===== src/rtl/adder_chunked_seq.sv =====
// adder_chunked_seq
//   Multi-cycle ripple-carry adder/subtractor. WIDTH-bit operands are added
//   CHUNK bits per cycle, LSB chunk first, with the inter-chunk carry held in
//   a register so the critical path is a single CHUNK-bit ripple.
//
//   Ports
//     clk        clock, rising edge
//     rst_n      synchronous active-low reset
//     in_valid   operands present          in_ready   block can accept operands
//     in1, in2   operands A and B          cin        carry in
//     sub        0: A+B+cin, 1: A+~B+cin
//     out_valid  result present            out_ready  consumer takes result
//     sum        low WIDTH bits of result  cout       carry out of MSB
//     ovf        two's-complement signed overflow
//
//   state  | meaning
//   -------+-----------------------------------------------------------
//   S_IDLE | waiting for operands, in_ready=1
//   S_RUN  | adding chunk idx_q each cycle
//   S_DONE | result held on sum/cout/ovf, out_valid=1 until out_ready
module adder_chunked_seq #(
  parameter int WIDTH = 32,
  parameter int CHUNK = 8
) (
  input  logic             clk,
  input  logic             rst_n,
  input  logic             in_valid,
  output logic             in_ready,
  input  logic [WIDTH-1:0] in1,
  input  logic [WIDTH-1:0] in2,
  input  logic             cin,
  input  logic             sub,
  output logic             out_valid,
  input  logic             out_ready,
  output logic [WIDTH-1:0] sum,
  output logic             cout,
  output logic             ovf
);

  localparam int NCHUNK = WIDTH / CHUNK;
  localparam int IDXW   = (NCHUNK > 1) ? $clog2(NCHUNK) : 1;
  localparam int LSBW   = (WIDTH > 1) ? $clog2(WIDTH) : 1;
  localparam logic [IDXW-1:0] LAST_IDX = IDXW'(NCHUNK - 1);

  typedef enum logic [1:0] {S_IDLE, S_RUN, S_DONE} state_t;

  state_t           state_q, state_d;
  logic [IDXW-1:0]  idx_q, idx_d;
  logic             carry_q, carry_d;
  logic [WIDTH-1:0] a_q, a_d;
  logic [WIDTH-1:0] bx_q, bx_d;
  logic [WIDTH-1:0] acc_q, acc_d;
  logic [WIDTH-1:0] sum_q, sum_d;
  logic             cout_q, cout_d;
  logic             ovf_q, ovf_d;

  logic [LSBW-1:0]  lsb;
  logic [CHUNK:0]   chunk_res;

  // Chunk datapath: one CHUNK-bit add of the current slice plus stored carry.
  // When CHUNK==WIDTH the constant cast folds to 0, matching idx_q which is
  // then always 0.
  always_comb begin
    lsb       = LSBW'(idx_q) * LSBW'(CHUNK);
    chunk_res = {1'b0, a_q[lsb +: CHUNK]} + {1'b0, bx_q[lsb +: CHUNK]}
              + {{CHUNK{1'b0}}, carry_q};
  end

  always_ff @(posedge clk) begin
    if (!rst_n) begin
      state_q <= S_IDLE;
      idx_q   <= '0;
      carry_q <= 1'b0;
      a_q     <= '0;
      bx_q    <= '0;
      acc_q   <= '0;
      sum_q   <= '0;
      cout_q  <= 1'b0;
      ovf_q   <= 1'b0;
    end else begin
      state_q <= state_d;
      idx_q   <= idx_d;
      carry_q <= carry_d;
      a_q     <= a_d;
      bx_q    <= bx_d;
      acc_q   <= acc_d;
      sum_q   <= sum_d;
      cout_q  <= cout_d;
      ovf_q   <= ovf_d;
    end
  end

  always_comb begin
    state_d = state_q;
    idx_d   = idx_q;
    carry_d = carry_q;
    a_d     = a_q;
    bx_d    = bx_q;
    acc_d   = acc_q;
    sum_d   = sum_q;
    cout_d  = cout_q;
    ovf_d   = ovf_q;
    case (state_q)
      S_IDLE: begin
        if (in_valid) begin
          a_d     = in1;
          bx_d    = sub ? ~in2 : in2;
          carry_d = cin;
          idx_d   = '0;
          state_d = S_RUN;
        end
      end
      S_RUN: begin
        acc_d[lsb +: CHUNK] = chunk_res[CHUNK-1:0];
        carry_d             = chunk_res[CHUNK];
        if (idx_q == LAST_IDX) begin
          // acc_d already holds the final slice, so the result is complete here
          sum_d   = acc_d;
          cout_d  = chunk_res[CHUNK];
          ovf_d   = (a_q[WIDTH-1] == bx_q[WIDTH-1]) &&
                    (acc_d[WIDTH-1] != a_q[WIDTH-1]);
          state_d = S_DONE;
        end else begin
          idx_d = idx_q + IDXW'(1);
        end
      end
      S_DONE: begin
        if (out_ready) begin
          state_d = S_IDLE;
        end
      end
      default: state_d = S_IDLE;
    endcase
  end

  always_comb begin
    in_ready  = (state_q == S_IDLE);
    out_valid = (state_q == S_DONE);
    sum       = sum_q;
    cout      = cout_q;
    ovf       = ovf_q;
  end

endmodule


===== config.mk =====
export PLATFORM = sky130hd
export DESIGN_NAME = adder_chunked_seq
export DESIGN_NICKNAME = d
export VERILOG_FILES = /design/src/rtl/adder_chunked_seq.sv
export SDC_FILE = /design/constraint.sdc
export NUM_CORES = 1
export LEC_CHECK = 0
export CAP_MARGIN = 15
export CORE_ASPECT_RATIO = 1.2
export CORE_MARGIN = 4
export CORE_UTILIZATION = 54
export DETAILED_ROUTE_END_ITERATION = 12
export PLACE_DENSITY = 0.89
export SLEW_MARGIN = 25
export SYNTH_ARGS = -nofsm -noshare
export SYNTH_HDL_FRONTEND = slang
export SYNTH_SLANG_ARGS = --single-unit

===== constraint.sdc =====
create_clock -name clk -period 4.1 [get_ports clk]
set_input_delay 0.615 -clock clk [delete_from_list [all_inputs] [get_ports clk]]
set_output_delay 0.615 -clock clk [all_outputs]
set_load 0.02 [all_outputs]

==> flow_metrics.env <==
export IMPL_fin_crit_sh_pct=79.03
export IMPL_synth_main_ff_cell="dfxtp_1"
export IMPL_io_buffers=105
export IMPL_synth_mux_area_share_pct=5.873
export IMPL_grt_pass1_vias=5622
export IMPL_ctsHoldBuffers=0
export IMPL_antenna_found_initial=0
export IMPL_relSlewSlack_pct=34.33
export IMPL_fp_row_count=43
export IMPL_ys_async_sr_fraction_pct=0
export IMPL_gr_total_overflow=0
export IMPL_fp_dieH_um=128.2
export IMPL_htreeDepth=4
export IMPL_track_usage_pct=25.45
export IMPL_design_area_mm2=0.008203
export IMPL_synth_enable_flop_cells=0
export IMPL_fin_nets=865
export IMPL_final_cells=950
export IMPL_grt_pass1_wl_mm=27.72
export IMPL_ys_seq_area_share_pct=41.59
export IMPL_yosysWarnings=0
export IMPL_areaGrowthSynthToFinish_pct=26.25
export IMPL_drv_cap=0
export IMPL_hold_viol_final=0
export IMPL_routed_wl_mm=17.11
export IMPL_synth_cell_types=58
export IMPL_finalCriticalPeriod_ns=3.240
export IMPL_cp_start_kind="flip-flop"
export IMPL_drt_iter0_drc=486
export IMPL_rsz0062_at_grt="false"
export IMPL_yosys_top_cells_area="dfxtp_1, o211a_1, nand2_1"
export IMPL_drv_slew=0
export IMPL_critPathCapture="acc_q[13]"
export IMPL_end_kind="flip-flop"
export IMPL_start_util_pct=55.65
export IMPL_ff2ff_path_depth=8
export IMPL_cp_data_required_time_ns=4.40
export IMPL_antenna_cells=0
export IMPL_viasPerCell=5.961
export IMPL_clkTransAtPathRegs_ns=0.06
export IMPL_ir_drop_uv=292.6
export IMPL_synth_cells=699
export IMPL_synth_adder_area_share_pct=3.120
export IMPL_synth_top_family_by_area="compound AO/OA/AOI/OAI gates"
export IMPL_synth_nets=784
export IMPL_ctsLongestPathBuffers=2
export IMPL_synth_top_area_cell="dfxtp_1"
export IMPL_tns_ns=0
export IMPL_status="complete, no violations"
export IMPL_drc=0
export IMPL_synth_seq_cells=135
export IMPL_cts_buffers=17
export IMPL_cts_resized=0
export IMPL_setup_viol=0
export IMPL_netlist_area_mm2=0.006497
export IMPL_die_area_mm2=0.01386
export IMPL_synth_compound_area_share_pct=24.05
export IMPL_place_congestion=0.8788
export IMPL_max_freq_mhz=308.6
export IMPL_worst_pin_slew_ns=0.9827
export IMPL_synth_top_area_share_pct=41.59
export IMPL_vias=5663
export IMPL_leakagePower_nw=3.506
export IMPL_hp_class="reg2reg"
export IMPL_worstReg2RegStart="idx_q[0]"
export IMPL_worstReg2RegEnd="acc_q[13]"
export IMPL_core_area_mm2=0.01167
export IMPL_layout_commonest_cell="nand2_1"
export IMPL_layout_drive_gt1_share_pct=10.97
export IMPL_power_density_mw_per_mm2=428.2
export IMPL_layout_common_cells="nand2_1, dfxtp_1, clkdlybuf4s50_1"
export IMPL_drtAntennaViolNets=0
export IMPL_ctsRootBufferMaster="clkbuf_16"
export IMPL_worstPathMaxFanout=9
export IMPL_clk_latency_ns=0.42
export IMPL_io_pins=106
export IMPL_dr_pass1_iters=5
export IMPL_dp_cells=918
export IMPL_grt_max_degree=82
export IMPL_synthXorXnorAreaFrac_pct=4.833
export IMPL_dp_hpwl_mm=11.73
export IMPL_synthSimpleGateAreaFrac_pct=16.04
export IMPL_tritoncts="yes"
export IMPL_skew_ns=0.007325
export IMPL_fin_hold_ws_ns=0.4555
export IMPL_syn_area_per_cell_um2=9.295
export IMPL_cts_sinks=135
export IMPL_post_cts_repair_setup_buffers=0
export IMPL_critPathLaunch="idx_q[0]"
export IMPL_final_util_pct=70.26
export IMPL_placed_cell_area_mm2=0.007577
export IMPL_wl_per_cell_um=18.01
export IMPL_worstPathArrival_ns=3.54
export IMPL_r2r_slack_ns=0.86
export IMPL_die_w_um=108.1
export IMPL_critPathKind="reg2reg"
metrics by stage:
stage                     worst slack [ns]  total power [W]
final                               0.8596         0.003513
after global routing                0.6055         0.003633
after CTS                           0.8196         0.003518
after detailed placement            0.8784         0.001911
after global placement              0.9627         0.001891
after floorplan                      1.227         0.001751
critical path, cell delays in order (launching register included):
cell and delay, ns:
dfxtp_1 0.63, buf_4 0.31, mux4_2 0.56, ha_1 0.29, nor2b_1 0.16, o31ai_2 0.51, nand2_2 0.18, xor2_1 0.23
a32o_1 0.25
cells in the mapped netlist, drive strengths merged (6+ instances only):
library cell    n
nand2         138
dfxtp         135
o211a          52
o21ai          39
a21boi         34
xnor2          32
nor2           30
buf            26
clkbuf         25
a21oi          24
inv            18
mux4           16
ha             13
nand3          13
a22oi          11
nor2b           8
and2            6
nor3b           6
o31ai           6
power breakdown:
part | switching, W | total, W | internal, W
clock | 0.000598 | 0.00162 | 0.00102
combinational | 0.000260 | 0.000478 | 0.000218
sequential | 0.0000425 | 0.00142 | 0.00138
total | 0.000901 | 0.00351 | 0.00261
cells by family (layout without fill, tap and decap cells):
group           after synthesis  count (layout)
compound gates              203             203
xor+xnor                     35              35
buf+inv                      69             163
flops                       135             135
fa+ha+maj                    15              15
simple gates                224             224
mux                          18              18
layer usage:
layer | track usage [%] | share of wire, % | vias to the layer above
met1 | 30.55 | 39 | 2720
met3 | 5.290 | 6.5 | 53
li1 | - | - | 2650
met4 | 13.22 | 3.9 | 0
met2 | 42.75 | 50 | 240
met5 | 0 | 0 | -
how the worst min path moves through the flow:
| stage | end | depth (start not counted) | slack, ns | start |
|---|---|---|---|---|
| floorplan | acc_q[22] | 2 | 0.43 | acc_q[22] |
| global placement | acc_q[6] | 2 | 0.45 | acc_q[6] |
| detailed placement | acc_q[22] | 2 | 0.45 | acc_q[22] |
| CTS | acc_q[22] | 2 | 0.46 | acc_q[22] |
| global route | acc_q[14] | 2 | 0.49 | acc_q[14] |
| finish | acc_q[22] | 2 | 0.46 | acc_q[22] |
registers in the layout (all words and copies together) (netlist names):
name,cells
bx_q,32
state_q,2
a_q,32
cout,1
acc_q,32
sum,32
carry_q,1
ovf,1
idx_q,2
final cells by class:
cell class | instances | area [um^2]
sequential | 135 | 2703
fill | 851 | 3472
tap | 157 | 196.4
clock inverter | 15 | 200.2
multi-input combinational | 495 | 3507
timing repair buffer | 113 | 1104
clock buffer | 17 | 425.4
inverter | 18 | 67.56
Power figures use the tool's default switching activity.
